[src/rtl/cp0_intc_if.sv]
// Bus bundle between the CP0 core side and cp0_intc: register read/write
// ports, raw interrupt lines, exception handshake and the registered request.
interface cp0_intc_if #(
    parameter int NIRQ = 6
);
    logic [NIRQ-1:0] irq_in;
    logic            cop0write;
    logic [4:0]      cp0_writeaddress;
    logic [4:0]      cp0_readaddress;
    logic [31:0]     writecop0;
    logic [31:0]     cop0readdata;
    logic            irq_ack;
    logic            eret;
    logic            irq_req;
    logic [4:0]      irq_id;

    modport master (
        output irq_in, cop0write, cp0_writeaddress, cp0_readaddress, writecop0, irq_ack, eret,
        input  cop0readdata, irq_req, irq_id
    );

    modport slave (
        input  irq_in, cop0write, cp0_writeaddress, cp0_readaddress, writecop0, irq_ack, eret,
        output cop0readdata, irq_req, irq_id
    );
endinterface

[src/rtl/cp0_intc.sv]
// CP0 interrupt and timer controller: per-source enable, edge/level external
// lines, Count/Compare timers, nested in-service tracking, highest index wins.
module cp0_intc #(
    parameter int NIRQ    = 6,
    parameter int NTIMERS = 2
) (
    input  logic       clk,
    input  logic       reset,
    cp0_intc_if.slave  bus
);
    localparam int NSRC = NIRQ + NTIMERS;
    localparam logic [NSRC-1:0] ONE = {{(NSRC-1){1'b0}}, 1'b1};

    function automatic logic [4:0] f_top(input logic [NSRC-1:0] v);
        logic [4:0] idx;
        idx = 5'd0;
        for (int i = 0; i < NSRC; i++) begin
            idx = v[i] ? 5'(i) : idx;
        end
        return idx;
    endfunction

    logic [NIRQ-1:0]    r_sync1, r_sync2, r_dly, r_mode, r_ip_edge;
    logic [NSRC-1:0]    r_ie, r_isr;
    logic               r_gie;
    logic [NTIMERS-1:0] r_ip_tmr;
    logic [31:0]        r_count   [NTIMERS];
    logic [31:0]        r_compare [NTIMERS];
    logic [1:0]         r_tctl    [NTIMERS];
    logic               r_irq_req;
    logic [4:0]         r_irq_id;

    logic [NIRQ-1:0]    w_ext_pend, w_ext_clr, w_ip_edge_next;
    logic [NSRC-1:0]    w_pend, w_cand, w_ack_vec, w_isr_eret, w_isr_next;
    logic [4:0]         w_top, w_cur;
    logic               w_req, w_ack, w_wr_ip;
    logic [NTIMERS-1:0] w_hit, w_wr_cnt, w_wr_cmp, w_wr_tctl, w_ip_tmr_next;
    logic [31:0]        w_tmr_rd, w_rdata;

    // Pending view, arbitration and the ack/eret effect on ISR and edge pending.
    always_comb begin
        w_wr_ip        = bus.cop0write & (bus.cp0_writeaddress == 5'h01);
        w_ack          = bus.irq_ack & r_irq_req;
        w_ack_vec      = w_ack ? (ONE << r_irq_id) : {NSRC{1'b0}};
        w_ext_pend     = (r_mode & r_ip_edge) | (~r_mode & r_sync2);
        w_pend         = {r_ip_tmr, w_ext_pend};
        w_cand         = w_pend & r_ie;
        w_top          = f_top(w_cand);
        w_cur          = f_top(r_isr);
        w_req          = r_gie & (|w_cand) & ((r_isr == {NSRC{1'b0}}) | (w_top > w_cur));
        w_ext_clr      = (w_wr_ip ? bus.writecop0[NIRQ-1:0] : {NIRQ{1'b0}}) | w_ack_vec[NIRQ-1:0];
        // A fresh edge beats any clear arriving in the same cycle.
        w_ip_edge_next = r_mode & ((r_sync2 & ~r_dly) | (r_ip_edge & ~w_ext_clr));
        if (bus.eret && (r_isr != {NSRC{1'b0}})) begin
            w_isr_eret = r_isr & ~(ONE << w_cur);
        end else begin
            w_isr_eret = r_isr;
        end
        w_isr_next     = w_isr_eret | w_ack_vec;
    end

    // Timer hit detection, register-write decode and timer pending next state.
    always_comb begin
        for (int t = 0; t < NTIMERS; t++) begin
            w_hit[t]     = r_tctl[t][0] & (r_count[t] == r_compare[t]);
            w_wr_cnt[t]  = bus.cop0write & (bus.cp0_writeaddress == 5'(8 + 2 * t));
            w_wr_cmp[t]  = bus.cop0write & (bus.cp0_writeaddress == 5'(9 + 2 * t));
            w_wr_tctl[t] = bus.cop0write & (bus.cp0_writeaddress == 5'(16 + t));
            if (w_wr_cmp[t]) begin
                w_ip_tmr_next[t] = 1'b0;
            end else if (w_hit[t]) begin
                w_ip_tmr_next[t] = 1'b1;
            end else if (w_wr_ip && bus.writecop0[NIRQ + t]) begin
                w_ip_tmr_next[t] = 1'b0;
            end else begin
                w_ip_tmr_next[t] = r_ip_tmr[t];
            end
        end
    end

    // Combinational register read mux.
    always_comb begin
        w_tmr_rd = 32'd0;
        for (int t = 0; t < NTIMERS; t++) begin
            w_tmr_rd = w_tmr_rd
                     | ((bus.cp0_readaddress == 5'(8 + 2 * t)) ? r_count[t]   : 32'd0)
                     | ((bus.cp0_readaddress == 5'(9 + 2 * t)) ? r_compare[t] : 32'd0)
                     | ((bus.cp0_readaddress == 5'(16 + t))    ? {30'd0, r_tctl[t]} : 32'd0);
        end
        case (bus.cp0_readaddress)
            5'h00:   w_rdata = 32'(r_ie);
            5'h01:   w_rdata = 32'(w_pend);
            5'h02:   w_rdata = 32'(r_mode);
            5'h03:   w_rdata = {31'd0, r_gie};
            5'h04:   w_rdata = 32'(r_isr);
            5'h05:   w_rdata = {r_irq_req, 26'd0, r_irq_id};
            default: w_rdata = w_tmr_rd;
        endcase
    end

    // Synchroniser, edge pending, in-service tracking and configuration registers.
    always_ff @(posedge clk or posedge reset) begin
        if (reset) begin
            r_sync1   <= {NIRQ{1'b0}};
            r_sync2   <= {NIRQ{1'b0}};
            r_dly     <= {NIRQ{1'b0}};
            r_ip_edge <= {NIRQ{1'b0}};
            r_mode    <= {NIRQ{1'b0}};
            r_ie      <= {NSRC{1'b0}};
            r_isr     <= {NSRC{1'b0}};
            r_gie     <= 1'b0;
        end else begin
            r_sync1   <= bus.irq_in;
            r_sync2   <= r_sync1;
            r_dly     <= r_sync2;
            r_ip_edge <= w_ip_edge_next;
            r_isr     <= w_isr_next;
            if (bus.cop0write) begin
                case (bus.cp0_writeaddress)
                    5'h00:   r_ie   <= bus.writecop0[NSRC-1:0];
                    5'h02:   r_mode <= bus.writecop0[NIRQ-1:0];
                    5'h03:   r_gie  <= bus.writecop0[0];
                    default: r_gie  <= r_gie;
                endcase
            end else begin
                r_gie <= r_gie;
            end
        end
    end

    // Count/Compare/TCTL per timer; a Count write overrides increment and reload.
    always_ff @(posedge clk or posedge reset) begin
        if (reset) begin
            for (int t = 0; t < NTIMERS; t++) begin
                r_count[t]   <= 32'd0;
                r_compare[t] <= 32'hFFFF_FFFF;
                r_tctl[t]    <= 2'b00;
            end
            r_ip_tmr <= {NTIMERS{1'b0}};
        end else begin
            r_ip_tmr <= w_ip_tmr_next;
            for (int t = 0; t < NTIMERS; t++) begin
                if (w_wr_cnt[t]) begin
                    r_count[t] <= bus.writecop0;
                end else if (w_hit[t] && r_tctl[t][1]) begin
                    r_count[t] <= 32'd0;
                end else if (r_tctl[t][0]) begin
                    r_count[t] <= r_count[t] + 32'd1;
                end else begin
                    r_count[t] <= r_count[t];
                end
                r_compare[t] <= w_wr_cmp[t]  ? bus.writecop0      : r_compare[t];
                r_tctl[t]    <= w_wr_tctl[t] ? bus.writecop0[1:0] : r_tctl[t];
            end
        end
    end

    // Registered request towards the exception unit.
    always_ff @(posedge clk or posedge reset) begin
        if (reset) begin
            r_irq_req <= 1'b0;
            r_irq_id  <= 5'd0;
        end else begin
            r_irq_req <= w_req;
            r_irq_id  <= w_top;
        end
    end

    assign bus.irq_req      = r_irq_req;
    assign bus.irq_id       = r_irq_id;
    assign bus.cop0readdata = w_rdata;
endmodule

[src/flat_wrapper.sv]
// flat-port wrapper written by rule: the top's interface ports become plain ports
module cp0_intc_flat 
#(
    parameter int NIRQ    = 6,
    parameter int NTIMERS = 2
)
  (clk, reset, bus_irq_in, bus_cop0write, bus_cp0_writeaddress, bus_cp0_readaddress, bus_writecop0, bus_irq_ack, bus_eret, bus_cop0readdata, bus_irq_req, bus_irq_id);
  cp0_intc_if #(.NIRQ(NIRQ)) bus_i ();
  input  logic clk;
  input  logic reset;
  input wire logic [$bits(bus_i.irq_in)-1:0] bus_irq_in;
  input wire logic [$bits(bus_i.cop0write)-1:0] bus_cop0write;
  input wire logic [$bits(bus_i.cp0_writeaddress)-1:0] bus_cp0_writeaddress;
  input wire logic [$bits(bus_i.cp0_readaddress)-1:0] bus_cp0_readaddress;
  input wire logic [$bits(bus_i.writecop0)-1:0] bus_writecop0;
  input wire logic [$bits(bus_i.irq_ack)-1:0] bus_irq_ack;
  input wire logic [$bits(bus_i.eret)-1:0] bus_eret;
  output wire logic [$bits(bus_i.cop0readdata)-1:0] bus_cop0readdata;
  output wire logic [$bits(bus_i.irq_req)-1:0] bus_irq_req;
  output wire logic [$bits(bus_i.irq_id)-1:0] bus_irq_id;
  assign bus_i.irq_in = bus_irq_in;
  assign bus_i.cop0write = bus_cop0write;
  assign bus_i.cp0_writeaddress = bus_cp0_writeaddress;
  assign bus_i.cp0_readaddress = bus_cp0_readaddress;
  assign bus_i.writecop0 = bus_writecop0;
  assign bus_i.irq_ack = bus_irq_ack;
  assign bus_i.eret = bus_eret;
  assign bus_cop0readdata = bus_i.cop0readdata;
  assign bus_irq_req = bus_i.irq_req;
  assign bus_irq_id = bus_i.irq_id;
  cp0_intc #(.NIRQ(NIRQ), .NTIMERS(NTIMERS)) u_core (.clk(clk), .reset(reset), .bus(bus_i));
endmodule
[config.mk]
export PLATFORM = sky130hd
export DESIGN_NAME = cp0_intc_flat
export DESIGN_NICKNAME = d
export VERILOG_FILES = /design/src/rtl/cp0_intc_if.sv /design/src/rtl/cp0_intc.sv /design/src/flat_wrapper.sv
export SDC_FILE = /design/constraint.sdc
export NUM_CORES = 1
export LEC_CHECK = 0
export CAP_MARGIN = 20
export CORE_MARGIN = 2
export CORE_UTILIZATION = 30
export CTS_CLUSTER_SIZE = 14
export DETAILED_ROUTE_END_ITERATION = 8
export GPL_ROUTABILITY_DRIVEN = 0
export PLACE_DENSITY_LB_ADDON = 0.15
export SLEW_MARGIN = 5
export SYNTH_ARGS = -nofsm -noshare
export SYNTH_HDL_FRONTEND = slang
export SYNTH_SLANG_ARGS = --single-unit
[constraint.sdc]
create_clock -name clk -period 6.4 [get_ports clk]
set_input_delay 1.28 -clock clk [delete_from_list [all_inputs] [get_ports clk]]
set_output_delay 1.28 -clock clk [all_outputs]
set_load 0.05 [all_outputs]
Word level (Yosys, flattened, before mapping)
Index checks and enable logic that the tools add are counted.
{"block": "op_classes", "n_eq_ne": 22, "n_shift": 2, "add_sub_neg": 2, "bitwise_logic": 33, "muxes": 36, "reduce_logical": 17, "magnitude_cmp": 1}
{"operator": "two-way mux 32 bit", "count": 10}
{"operator": "case mux 32 bit (6 select lines)", "count": 1}
{"operator": "bitwise OR 32 bit", "count": 5}
{"operator": "adder 32 x 1 -> 32 bit (second input constant)", "count": 2}
{"operator": "== test 32 bit", "count": 2}
{"operator": "two-way mux 5 bit", "count": 12}
{"operator": "== test 5 x 4 -> 1 bit (second input constant)", "count": 8}
{"operator": "AND 6 bit", "count": 5}
{"operator": "== test 5 x 2 -> 1 bit (second input constant)", "count": 4}
{"operator": "== test 5 bit (second input constant)", "count": 4}
{"operator": "inverter 6 bit", "count": 3}
{"operator": "bitwise OR 6 bit", "count": 3}
{"operator": "AND 8 bit", "count": 2}
{"operator": "two-way mux 8 bit", "count": 2}
{"operator": "<< shifter 1 x 5 -> 8 bit (first input constant)", "count": 2}
{"operator": "AND 1 bit", "count": 12}
{"operator": "nonzero test 3 bit", "count": 4}
{"operator": "== test 5 x 1 -> 1 bit (second input constant)", "count": 2}
{"operator": "== test 5 x 3 -> 1 bit (second input constant)", "count": 2}
{"operator": "zero test 5 bit", "count": 2}
{"operator": "zero test 8 bit", "count": 1}
{"operator": "two-way mux 1 bit", "count": 8}
{"operator": "inverter 8 bit", "count": 1}
{"operator": "bitwise OR 8 bit", "count": 1}
{"operator": "8 further kinds", "count": 15}
{"block": "totals", "register_bits": 187, "input_bits": 53}

Longest topological paths before layout
Gate-level depths: netlist of the first run.
{"block": "depth", "word_depth": 14, "depth_mapped": 11}

Worst setup path before layout of the first run
OpenSTA, ideal clock, no wires.
{"block": "synth_path", "kind": "input to output", "startpoint": "input bus_cp0_readaddress[1]", "endpoint": "output bus_cop0readdata[2]", "t_required_ns": 5.120, "path_buffers": 1, "setup_slack_ns": 1.553, "stages": 6, "arrival_time_ns": 3.567, "path_cell_list": "clkbuf_1 -> nand2b_1 -> nor4b_1 -> a22oi_1 -> o2111ai_1 -> a21boi_0"}
{"block": "synth_via", "elab_chain_len": 8, "elab_cells_between_ends": 20, "classes_between": "eq/ne: 9; mux: 5; bitwise: 5; reduce/logical: 1"}
{"element": "start, declared", "line_no": "flat_wrapper.sv:14", "rtl": "input wire logic [$bits(bus_i.cp0_readaddress)-1:0] bus_cp0_readaddress;"}
{"element": "== test 5 x 4 -> 1 bit (on tied branches)", "line_no": "cp0_intc.sv:86, cp0_intc.sv:87"}
{"element": "two-way mux 32 bit (on tied branches)", "line_no": "cp0_intc.sv:86, cp0_intc.sv:87"}
{"element": "bitwise OR 32 bit", "line_no": "cp0_intc.sv:87", "rtl": "| ((bus.cp0_readaddress == 5'(9 + 2 * t)) ? r_compare[t] : 32'd0)"}
{"element": "bitwise OR 32 bit", "line_no": "cp0_intc.sv:88", "rtl": "| ((bus.cp0_readaddress == 5'(16 + t)) ? {30'd0, r_tctl[t]} : 32'd0);"}
{"element": "bitwise OR 32 bit", "line_no": "cp0_intc.sv:86", "rtl": "| ((bus.cp0_readaddress == 5'(8 + 2 * t)) ? r_count[t] : 32'd0)"}
{"element": "bitwise OR 32 bit", "line_no": "cp0_intc.sv:87"}
{"element": "bitwise OR 32 bit", "line_no": "cp0_intc.sv:88"}
{"element": "case mux 32 bit (6 select lines) *", "line_no": "cp0_intc.sv:90", "rtl": "case (bus.cp0_readaddress)"}
{"element": "end, declared", "line_no": "flat_wrapper.sv:18", "rtl": "output wire logic [$bits(bus_i.cop0readdata)-1:0] bus_cop0readdata;"}
Mark *: on every way between the ends. The rest lies on a longest branch, timed or not.

Worst setup path after layout of the first run
{"block": "layout_path", "startpoint": "input bus_cp0_readaddress[4]", "endpoint": "output bus_cop0readdata[3]"}
Same word-level chain as after synthesis.

==> impl_metrics.toml, run 1 <==
[setup_path]
worst-path-buf-inv = 2
crit_arrival_ns = 4.35
path_delay_family = "buffers and inverters"
cp-start-kind = "input port"
crit_chain = "clkdlybuf4s50_1 > or3_1 > nor2_1 > a22oi_1 > and3_1 > a31oi_1 > clkdlybuf4s50_1"
path_class = "in2out"
slowest_stage = "clkdlybuf4s50_1"
cp_max_fo = 10
r2r_start = "u_core.r_count[11]"
crit_start = "bus_cp0_readaddress[4]"
cp.required_ns = 5.12
max_stage_delay_ns = 0.87
critPathCaptureType = "output pin"
crit_top_cell = "clkdlybuf4s50_1"

[pwr]
pwr-share-comb_pct = 25.9
switching_share_pct = 38.5
p_seq_share_pct = 47.5
p_per_area_nw_per_um2 = 341
leakagePower_nw = 4.69
ir_worst_vdd_v = 0.000197
p_clk_share_pct = 26.6
p_switching_w = 0.00164
power.internal_w = 0.00261

[synthesis]
synth_area_leaders = "dfrtp_1 28%, dfstp_2 16%, mux2_2 9.0%"
synth_mux_area_share_pct = 9.35
synth_top_family_by_area = "simple AND/OR/NAND/NOR gates"
synth_top_area_share_pct = 28.4
yosysSeqAreaShare_pct = 44.2
async_flop_share_pct = 100
synth_simple_gate_area_share_pct = 17.3
ys_ff_latch = 185
synth_flop_cell = "dfrtp_1"
synth_cell_type_count = 61
netlist_area_um2 = 10700
synth-xor-area-share_pct = 9.94
synth_edf_count = 0
synth_compound_area_share_pct = 14.1
synth-adder-area-share_pct = 0.587
yosysWarnings = 0
yosysTopAreaCell = "dfrtp_1"
synthCells = 1059
avgSynthCellArea_um2 = 10.1

[route]
wl_um = 38200
drt_iter0_markers = 875
first_pass_iters = 5
ant_nets = 0
vias_per_cell = 5.50
num_vias = 8694
drcViolationCount = 0
routedWlPerCell_um = 24.1

[floorplan]
boundaryPins = 91
start_util_pct = 30.2
die_h_um = 193
die_x_um = 193
core_um2 = 35300
num_rows = 69
dieArea_um2 = 37100

[cts]
post_cts_resized = 0
holdBufCountCts = 0
ctsRootBufferMaster = "clkbuf_16"
cts_max_level = 4
clock_latency_ns = 0.45
clock_sinks = 185
cts_buffers = 17
tritoncts = "done"
cts_buffer_depth = 2
path_clk_slew_ns = 0.06
cts_setup_buffers = 0

[finish]
drive_gt1_share_pct = 19.2
nets = 1164
multi_input_area_um2 = 5500
final-seq-area_um2 = 4710
area_growth_syn_to_layout_pct = 17.0
fin_util_pct = 35.3
fillers = 3561
antenna_cells = 0

[global_routing]
grt_max_degree = 107
track_usage_pct = 21.0
grt_antenna_before_repair = 0
grt_pass1_vias = 8526
grt-ovfl-total = 0
grt_pass1_wl_um = 57000

[flow_run]
drv_cap = 0

[outcome]
outcome = "finished, final reports clean"

[sta]
slew_headroom_pct = 30.3
tns_ns = 0
grt_setup_unrepaired = "no"
tightest_slew_ns = 1.04
max_freq_ghz = 0.178
period_share_pct = 88.0
setup_violations = 0
min_period_ns = 5.63
slew_viol_final = 0
hold_violations = 0
skew_ns = 0.0110

[placement]
numPortBuffers = 88
dpl.hpwl_um = 27900

[hold_path]
hold_class = "reg2reg"
hold_path_startpoint = "u_core.r_sync1[0]"
==> layout by cell type, fill, tap and decap left out, drive strengths merged, types with 5 or more instances in the layout <==
cell           instances
and4                   7
inv                   27
ha                     5
nand3                 33
mux2                  85
dfrtp                121
clkinv                 6
xnor2                 48
nor3                  22
xor2                  73
nor2                  31
o21ai                 14
dfstp                 64
nand4                 31
clkbuf                19
clkdlybuf4s50         88
nor3b                  5
and2                   6
nor4                  31
a22o                   6
and3                  13
a22oi                 72
a32oi                  6
a21oi                  9
o31ai                 65
nor2b                 17
buf                   15
nand2                148
==> metrics by stage <==
step	cells	power, W	setup slack, ns	cell area (µm²)	hold WS [ns]
global route	1580	0.00447	0.682	12500	0.354
detailed placement	1548	0.00312	0.820	11900	0.336
CTS	1580	0.00426	0.824	12500	0.352
global placement	1547	0.00312	0.828	11900	0.333
floorplan	1060	0.00266	0.197	10700	0.331
finish	1580	0.00425	0.768	12500	0.349
==> layout make-up <==
type | count | area share [%]
multi-input combinational | 776 | 44.1
sequential | 185 | 37.7
timing repair buffer | 103 | 7.96
tap | 461 | 4.62
clock buffer | 19 | 3.47
clock inverter | 13 | 1.35
inverter | 23 | 0.752
==> synthesized netlist by cell type (3+ instances only) <==
library cell,n
buf_6,7
o31ai_2,3
a22oi_1,72
buf_1,3
a222oi_1,3
nor2_1,31
buf_2,11
a31oi_1,3
and3_1,13
inv_1,23
a221oi_1,4
a21oi_1,9
nand2b_1,3
dfstp_2,64
nor4_1,26
mux2_2,85
nor2b_1,17
nand2_1,148
nor4_4,4
buf_4,4
clkbuf_1,45
nand4_1,30
xor2_1,73
a22o_1,6
nor3b_1,5
xnor2_1,48
a21boi_0,4
o21ai_0,14
nand3_1,33
and2_1,6
ha_1,5
and4_1,7
a32oi_1,6
nor3_1,22
dfrtp_1,121
o31ai_1,62
clkbuf_2,4
mux2i_1,4
==> layer usage <==
metal	vias up	GRT usage (%)	part of all wire, %
met3	33	3.09	5.5
met2	265	31.3	44
met5	-	0	0
li1	3948	-	-
met4	0	4.96	1.6
met1	4448	31.6	49
==> state kept, by name (all words and copies together) (netlist names), 8 cells and up <==
name	count
u_core.r_compare	64
u_core.r_ie	8
u_core.r_count	64
u_core.r_isr	8
==> power by group through the flow <==
stage	sequential [W]	combinational [W]	clock [W]
finish	0.00202	0.00110	0.00113
global route	0.00206	0.00121	0.00120
CTS	0.00200	0.00111	0.00115
detailed placement	0.00202	0.00111	0
global placement	0.00203	0.00109	0
floorplan	0.00176	0.000905	0
==> logic make-up (layout without fill, tap and decap cells) <==
family,Yosys count,in the layout
AND/OR/NAND/NOR,358,358
buffers and inverters,99,158
AO/OA/AOI/OAI,201,201
adder cells (fa/ha/maj),5,5
multiplexers,89,89
other,1,2
XOR/XNOR,121,121
flip-flops,185,185
==> final timing paths <==
check                      cells after the start  slack, ns                   to
min                                            0       0.35    u_core.r_sync2[0]
max in group asynchronous                      3       3.91   u_core.r_count[26]
max                                            7       0.77  bus_cop0readdata[3]
max reg2reg                                    6       3.38   u_core.r_count[16]
min reg2reg                                    0       0.35    u_core.r_sync2[0]
min in group asynchronous                      2       1.37    u_core.r_sync1[3]
(Power assumes the default switching activity.)
==> run 2: changes to the inputs <==
- SLEW_MARGIN: 5 -> default
==> results of run 2 <==
Final layout, timing and power as in run 1 (identical DEF).
